### config.mk
export PLATFORM = sky130hd
export DESIGN_NAME = pwm_capture
export DESIGN_NICKNAME = d
export VERILOG_FILES = /design/src/rtl/pwm_capture.sv
export SDC_FILE = /design/constraint.sdc
export NUM_CORES = 1
export LEC_CHECK = 0
export BUFFER_PORTS_ARGS = -buffer_cell sky130_fd_sc_hd__buf_2
export CAP_MARGIN = 10
export CORE_UTILIZATION = 55
export DETAILED_ROUTE_END_ITERATION = 10
export PLACE_DENSITY = 0.79
export SLEW_MARGIN = 0
export SYNTH_ARGS = -nofsm -noshare
export SYNTH_HDL_FRONTEND = slang
export SYNTH_SLANG_ARGS = --single-unit
export TNS_END_PERCENT = 20
### constraint.sdc
create_clock -name clk -period 2.5 [get_ports clk]
set_input_delay 0.375 -clock clk [delete_from_list [all_inputs] [get_ports clk]]
set_output_delay 0.375 -clock clk [all_outputs]
set_load 0.02 [all_outputs]
### src/rtl/pwm_capture.sv
// rtl/pwm_capture.sv - PWM period and high-time capture with loss-of-signal detect
//
// Measures an asynchronous PWM input in clk cycles, rising edge to rising edge.
//
// Parameters:
//   N            width of the cycle counter and measurement outputs
//   SYNC_STAGES  depth of the input synchronizer (2 or more)
//
// Ports:
//   clk          clock, rising edge
//   rst          synchronous active-high reset
//   ena          capture enable; low aborts any measurement and idles the block
//   pwm_in       asynchronous PWM waveform
//   period       last measured period (cycles)
//   high_time    last measured high time (cycles)
//   valid        one-cycle pulse when period/high_time update
//   no_signal    level: counter saturated without a qualifying edge
//   stuck_level  synchronized input level captured when no_signal rose
module pwm_capture #(
  parameter int N           = 10,
  parameter int SYNC_STAGES = 2
) (
  input  logic         clk,
  input  logic         rst,
  input  logic         ena,
  input  logic         pwm_in,
  output logic [N-1:0] period,
  output logic [N-1:0] high_time,
  output logic         valid,
  output logic         no_signal,
  output logic         stuck_level
);

  typedef enum logic [2:0] {
    IDLE,
    WAIT_LOW,
    WAIT_RISE,
    HIGH,
    LOW,
    STUCK
  } state_t;

  localparam logic [N-1:0] CNT_MAX = '1;
  localparam logic [N-1:0] CNT_ONE = {{(N-1){1'b0}}, 1'b1};

  logic [SYNC_STAGES-1:0] r_sync;
  logic                   r_s_prev;
  state_t                 r_state;
  logic [N-1:0]           r_cnt;
  logic [N-1:0]           r_hi;
  logic [N-1:0]           r_period;
  logic [N-1:0]           r_high_time;
  logic                   r_valid;
  logic                   r_no_signal;
  logic                   r_stuck_level;

  logic                   w_s;
  logic                   w_rise;
  logic                   w_fall;
  logic                   w_cnt_max;
  logic [N-1:0]           w_cnt_inc;

  assign w_s       = r_sync[SYNC_STAGES-1];
  assign w_rise    = w_s & ~r_s_prev;
  assign w_fall    = ~w_s & r_s_prev;
  assign w_cnt_max = (r_cnt == CNT_MAX);
  // Saturating increment: when an edge wins at the MAX count the counter must
  // not wrap, so the following state still sees MAX and can declare STUCK.
  assign w_cnt_inc = w_cnt_max ? r_cnt : r_cnt + CNT_ONE;

  assign period      = r_period;
  assign high_time   = r_high_time;
  assign valid       = r_valid;
  assign no_signal   = r_no_signal;
  assign stuck_level = r_stuck_level;

  // Input synchronizer keeps running regardless of ena so the edge detector
  // has a settled history the moment capture is re-enabled.
  always_ff @(posedge clk) begin
    if (rst) begin
      r_sync   <= '0;
      r_s_prev <= 1'b0;
    end else begin
      r_sync   <= {r_sync[SYNC_STAGES-2:0], pwm_in};
      r_s_prev <= w_s;
    end
  end

  always_ff @(posedge clk) begin
    if (rst) begin
      r_state       <= IDLE;
      r_cnt         <= '0;
      r_hi          <= '0;
      r_period      <= '0;
      r_high_time   <= '0;
      r_valid       <= 1'b0;
      r_no_signal   <= 1'b0;
      r_stuck_level <= 1'b0;
    end else if (!ena) begin
      r_state     <= IDLE;
      r_cnt       <= '0;
      r_valid     <= 1'b0;
      r_no_signal <= 1'b0;
    end else begin
      r_valid <= 1'b0;
      case (r_state)
        IDLE: begin
          r_cnt   <= '0;
          r_state <= WAIT_LOW;
        end

        // Wait for the input to be low so the first rise seen starts a full
        // high phase; a measurement never begins part-way through a pulse.
        WAIT_LOW: begin
          if (!w_s) begin
            r_state <= WAIT_RISE;
            r_cnt   <= w_cnt_inc;
          end else if (w_cnt_max) begin
            r_state       <= STUCK;
            r_no_signal   <= 1'b1;
            r_stuck_level <= w_s;
          end else begin
            r_cnt <= w_cnt_inc;
          end
        end

        WAIT_RISE: begin
          if (w_rise) begin
            r_state <= HIGH;
            r_cnt   <= CNT_ONE;
          end else if (w_cnt_max) begin
            r_state       <= STUCK;
            r_no_signal   <= 1'b1;
            r_stuck_level <= w_s;
          end else begin
            r_cnt <= w_cnt_inc;
          end
        end

        // The count runs across both phases; the value at the fall is the
        // high time and the value at the next rise is the whole period.
        HIGH: begin
          if (w_fall) begin
            r_hi    <= r_cnt;
            r_state <= LOW;
            r_cnt   <= w_cnt_inc;
          end else if (w_cnt_max) begin
            r_state       <= STUCK;
            r_no_signal   <= 1'b1;
            r_stuck_level <= w_s;
          end else begin
            r_cnt <= w_cnt_inc;
          end
        end

        LOW: begin
          if (w_rise) begin
            r_period    <= r_cnt;
            r_high_time <= r_hi;
            r_valid     <= 1'b1;
            r_cnt       <= CNT_ONE;
            r_state     <= HIGH;
          end else if (w_cnt_max) begin
            r_state       <= STUCK;
            r_no_signal   <= 1'b1;
            r_stuck_level <= w_s;
          end else begin
            r_cnt <= w_cnt_inc;
          end
        end

        // Counter frozen; a rise starts a fresh high phase with no report.
        STUCK: begin
          if (w_rise) begin
            r_state     <= HIGH;
            r_cnt       <= CNT_ONE;
            r_no_signal <= 1'b0;
          end
        end

        default: begin
          r_state <= IDLE;
          r_cnt   <= '0;
        end
      endcase
    end
  end

endmodule
==> flow_metrics.py <==
metrics = {
    "placed_design": {
        "portBuffers": 26,
        "routabilityCongestion": 0.8664,
        "post-place-cells": 324,
        "dpl_cell_area_um2": 2308,
        "place.detailed.hpwl_um": 3175,
    },
    "routing": {
        "routed-via-count": 1918,
        "drt_iter0_drc": 141,
        "vias_per_cell": 5.777,
        "antenna_left": 0,
        "drc": 0,
        "drt_pass1_iterations": 4,
        "wl_um": 4624,
        "wl_per_cell_um": 13.93,
    },
    "layout": {
        "mostFrequentLayoutCells": "51 x nand2_1, 49 x dfxtp_1, 38 x a21oi_1",
        "nNetsFinal": 288,
        "layout_commonest_cell": "nand2_1",
        "finish.utilization_pct": 65.35,
        "design_area_um2": 2429,
        "antenna_cells": 0,
        "fin_cells": 332,
        "area_growth_pct": 11.62,
        "layout-drive-gt1-share_pct": 16.90,
    },
    "yosys": {
        "synth_cells": 264,
        "yosysUniqueCellTypes": 44,
        "syn-cell-area_um2": 2176,
        "ys_warn_count": 0,
        "synth_nets": 269,
        "synth-seq-cells": 49,
        "synthArstFlopShare_pct": 0,
        "ys.flop_type": "dfxtp_1",
        "ys_seq_area_share_pct": 45.08,
        "syn_area_per_cell_um2": 8.242,
        "synth-edff-count": 0,
        "synth-compound-area-share_pct": 19.61,
        "synthAdderAreaFrac_pct": 0.5750,
        "synth.area.mux_share_pct": 4.600,
        "synth_xor_area_share_pct": 0,
        "synth_top_family_by_area": "simple AND/OR/NAND/NOR gates",
        "synth-simple-area-share_pct": 25.59,
    },
    "grt": {
        "antenna_found_initial": 0,
        "grt_max_degree": 34,
        "first_global_vias": 1744,
        "grt_pass1_wl_um": 7845,
        "grt_overflow": 0,
        "grt_util_all_layers_pct": 24.32,
    },
    "clocking": {
        "cts_buffers": 5,
        "hold_buffers": 0,
        "clock_sinks": 49,
        "insertion_delay_ps": 300,
        "clockBufferDepth": 2,
        "cts_resized": 0,
        "cts_setup_buffers": 0,
        "htreeDepth": 2,
        "clk_pin_slew_ps": 90,
        "cts_tree": "yes",
        "cts_root_buffer": "clkbuf_8",
    },
    "floorplan": {
        "rows": 22,
        "core_um2": 3716,
        "die-area_um2": 4211,
        "die_h_um": 64.90,
        "fp.dieW_um": 64.90,
        "io_pins": 27,
        "start_util_pct": 58.55,
    },
    "timing": {
        "whs_ps": 275.9,
        "setup_viol": 0,
        "fin_worst_skew_ps": 6.832,
        "finalSetupTns_ps": 0,
        "period_needed_ps": 1882,
        "drv_slew": 0,
        "grt_setup_unrepaired": "no",
        "relSlewSlack_pct": 61.18,
        "period_share_pct": 75.29,
        "finalHoldViolCount": 0,
        "fmax_mhz": 531.2,
        "tightest_slew_ps": 581.6,
    },
    "power": {
        "cellLeakagePower_nw": 0.8890,
        "pwr_density_cell_nw_per_um2": 592.0,
        "p_int_w": 0.001132,
        "clockPowerShare_pct": 40.8,
        "switching_share_pct": 21.29,
        "p_switching_w": 0.0003061,
        "p_seq_share_pct": 55.3,
        "p_comb_share_pct": 3.9,
        "ir_drop_mv": 0.3245,
    },
    "worst_setup_path": {
        "crit_required_ps": 2690,
        "critPathLaunch": "r_state[0]",
        "crit_type": "register to register",
        "ff2ff_setup_slack_ps": 620,
        "cp_max_fo": 17,
        "critPathLaunchType": "register",
        "endpoint_kind": "register",
        "crit_arrival_ps": 2070,
        "ff2ff_path_depth": 5,
        "worstReg2RegStart": "r_state[0]",
        "crit_path_end": "r_hi[1]",
        "timing.rr.end": "r_hi[1]",
    },
    "outcome": {
        "status": "complete, no violations",
    },
    "flow_run": {
        "maxCapViolations": 0,
    },
    "min_path": {
        "hp-class": "input port to register",
    },
}
==> synth_stat cells (2+ instances only) <==
| cell | instances | area share [%] |
|---|---|---|
| nor3_1 | 2 | 0.46 |
| o22ai_1 | 3 | 0.86 |
| and2_1 | 2 | 0.57 |
| buf_4 | 2 | 0.69 |
| o21ai_0 | 5 | 1.1 |
| nand4_1 | 3 | 0.86 |
| and3_1 | 5 | 1.4 |
| nor2_1 | 24 | 4.1 |
| a21o_1 | 2 | 0.69 |
| nor2b_1 | 4 | 1.1 |
| a21oi_1 | 38 | 8.7 |
| clkbuf_1 | 8 | 1.4 |
| a41oi_1 | 4 | 1.6 |
| o31ai_1 | 3 | 1.0 |
| buf_2 | 7 | 1.6 |
| nand2_1 | 51 | 8.8 |
| a311oi_1 | 2 | 0.81 |
| mux2i_1 | 10 | 4.6 |
| inv_1 | 5 | 0.86 |
| and2b_1 | 3 | 1.0 |
| dfxtp_1 | 49 | 45 |
| nand3_1 | 8 | 1.8 |
| nand2b_1 | 3 | 0.86 |
==> through the flow <==
step | total power (W) | setup slack [ps]
after floorplan | 0.0008591 | 1021
after global placement | 0.0008679 | 653.8
after detailed placement | 0.0008690 | 673.9
after CTS | 0.001443 | 624.3
after global routing | 0.001490 | 497.1
final | 0.001438 | 617.6
==> sequential cells by signal, indices dropped and copies added, names as in the netlist, 2 cells and up <==
signal     count
r_cnt         10
r_sync         2
high_time     10
r_state        3
r_hi          10
period        10
==> cell families (layout without fill, tap and decap cells) <==
family                     count (synthesis)  after routing
and+or+nand+nor                          115            115
buffers and inverters                     22             42
AOI/OAI and AO/OA                         67             67
muxes                                     10             10
adders and majority gates                  1              1
DFF                                       49             49
==> worst max-delay path: stages, from the launching register on <==
cell and delay (ps):
dfxtp_1 700, nor2b_4 290, nand2_1 100, nor2_4 340, mux2i_1 270, nor2_1 60
==> cell type report <==
cell class / count / area [um^2]
clock buffers: 6 / 82.58
flip-flops and latches: 49 / 980.9
inverters: 5 / 18.77
clock inverters: 2 / 37.54
fillers: 312 / 1287
repair buffers: 29 / 152.6
multi-input cells: 193 / 1096
well taps: 48 / 60.06
==> how the worst min path moves through the flow <==
stage | startpoint | slack (ps) | end | depth (start not counted)
CTS | pwm_in | 280 | r_sync[0] | 2
detailed placement | r_sync[0] | 440 | r_sync[1] | 1
global placement | r_sync[0] | 420 | r_sync[1] | 1
floorplan | r_sync[0] | 410 | r_sync[1] | 1
finish | pwm_in | 280 | r_sync[0] | 2
global route | rst | 280 | stuck_level | 2
==> metal layers <==
| layer | up-vias | part of all wire, % | global-route usage [%] |
|---|---|---|---|
| li1 | 947 | - | - |
| met3 | 9 | 4.8 | 4.754 |
| met2 | 70 | 48 | 40.63 |
| met5 | - | 0 | 0 |
| met4 | 0 | 1.7 | 10.56 |
| met1 | 892 | 46 | 30.10 |
==> power groups by stage <==
stage / clock, W / combinational (W) / sequential (W)
after detailed placement: 0 / 0.0000560 / 0.000813
after global routing: 0.000630 / 0.0000638 / 0.000797
after floorplan: 0 / 0.0000536 / 0.000805
final: 0.000586 / 0.0000564 / 0.000795
after global placement: 0 / 0.0000552 / 0.000813
after CTS: 0.000592 / 0.0000560 / 0.000795
No activity file was read; power rests on OpenSTA's default activity.
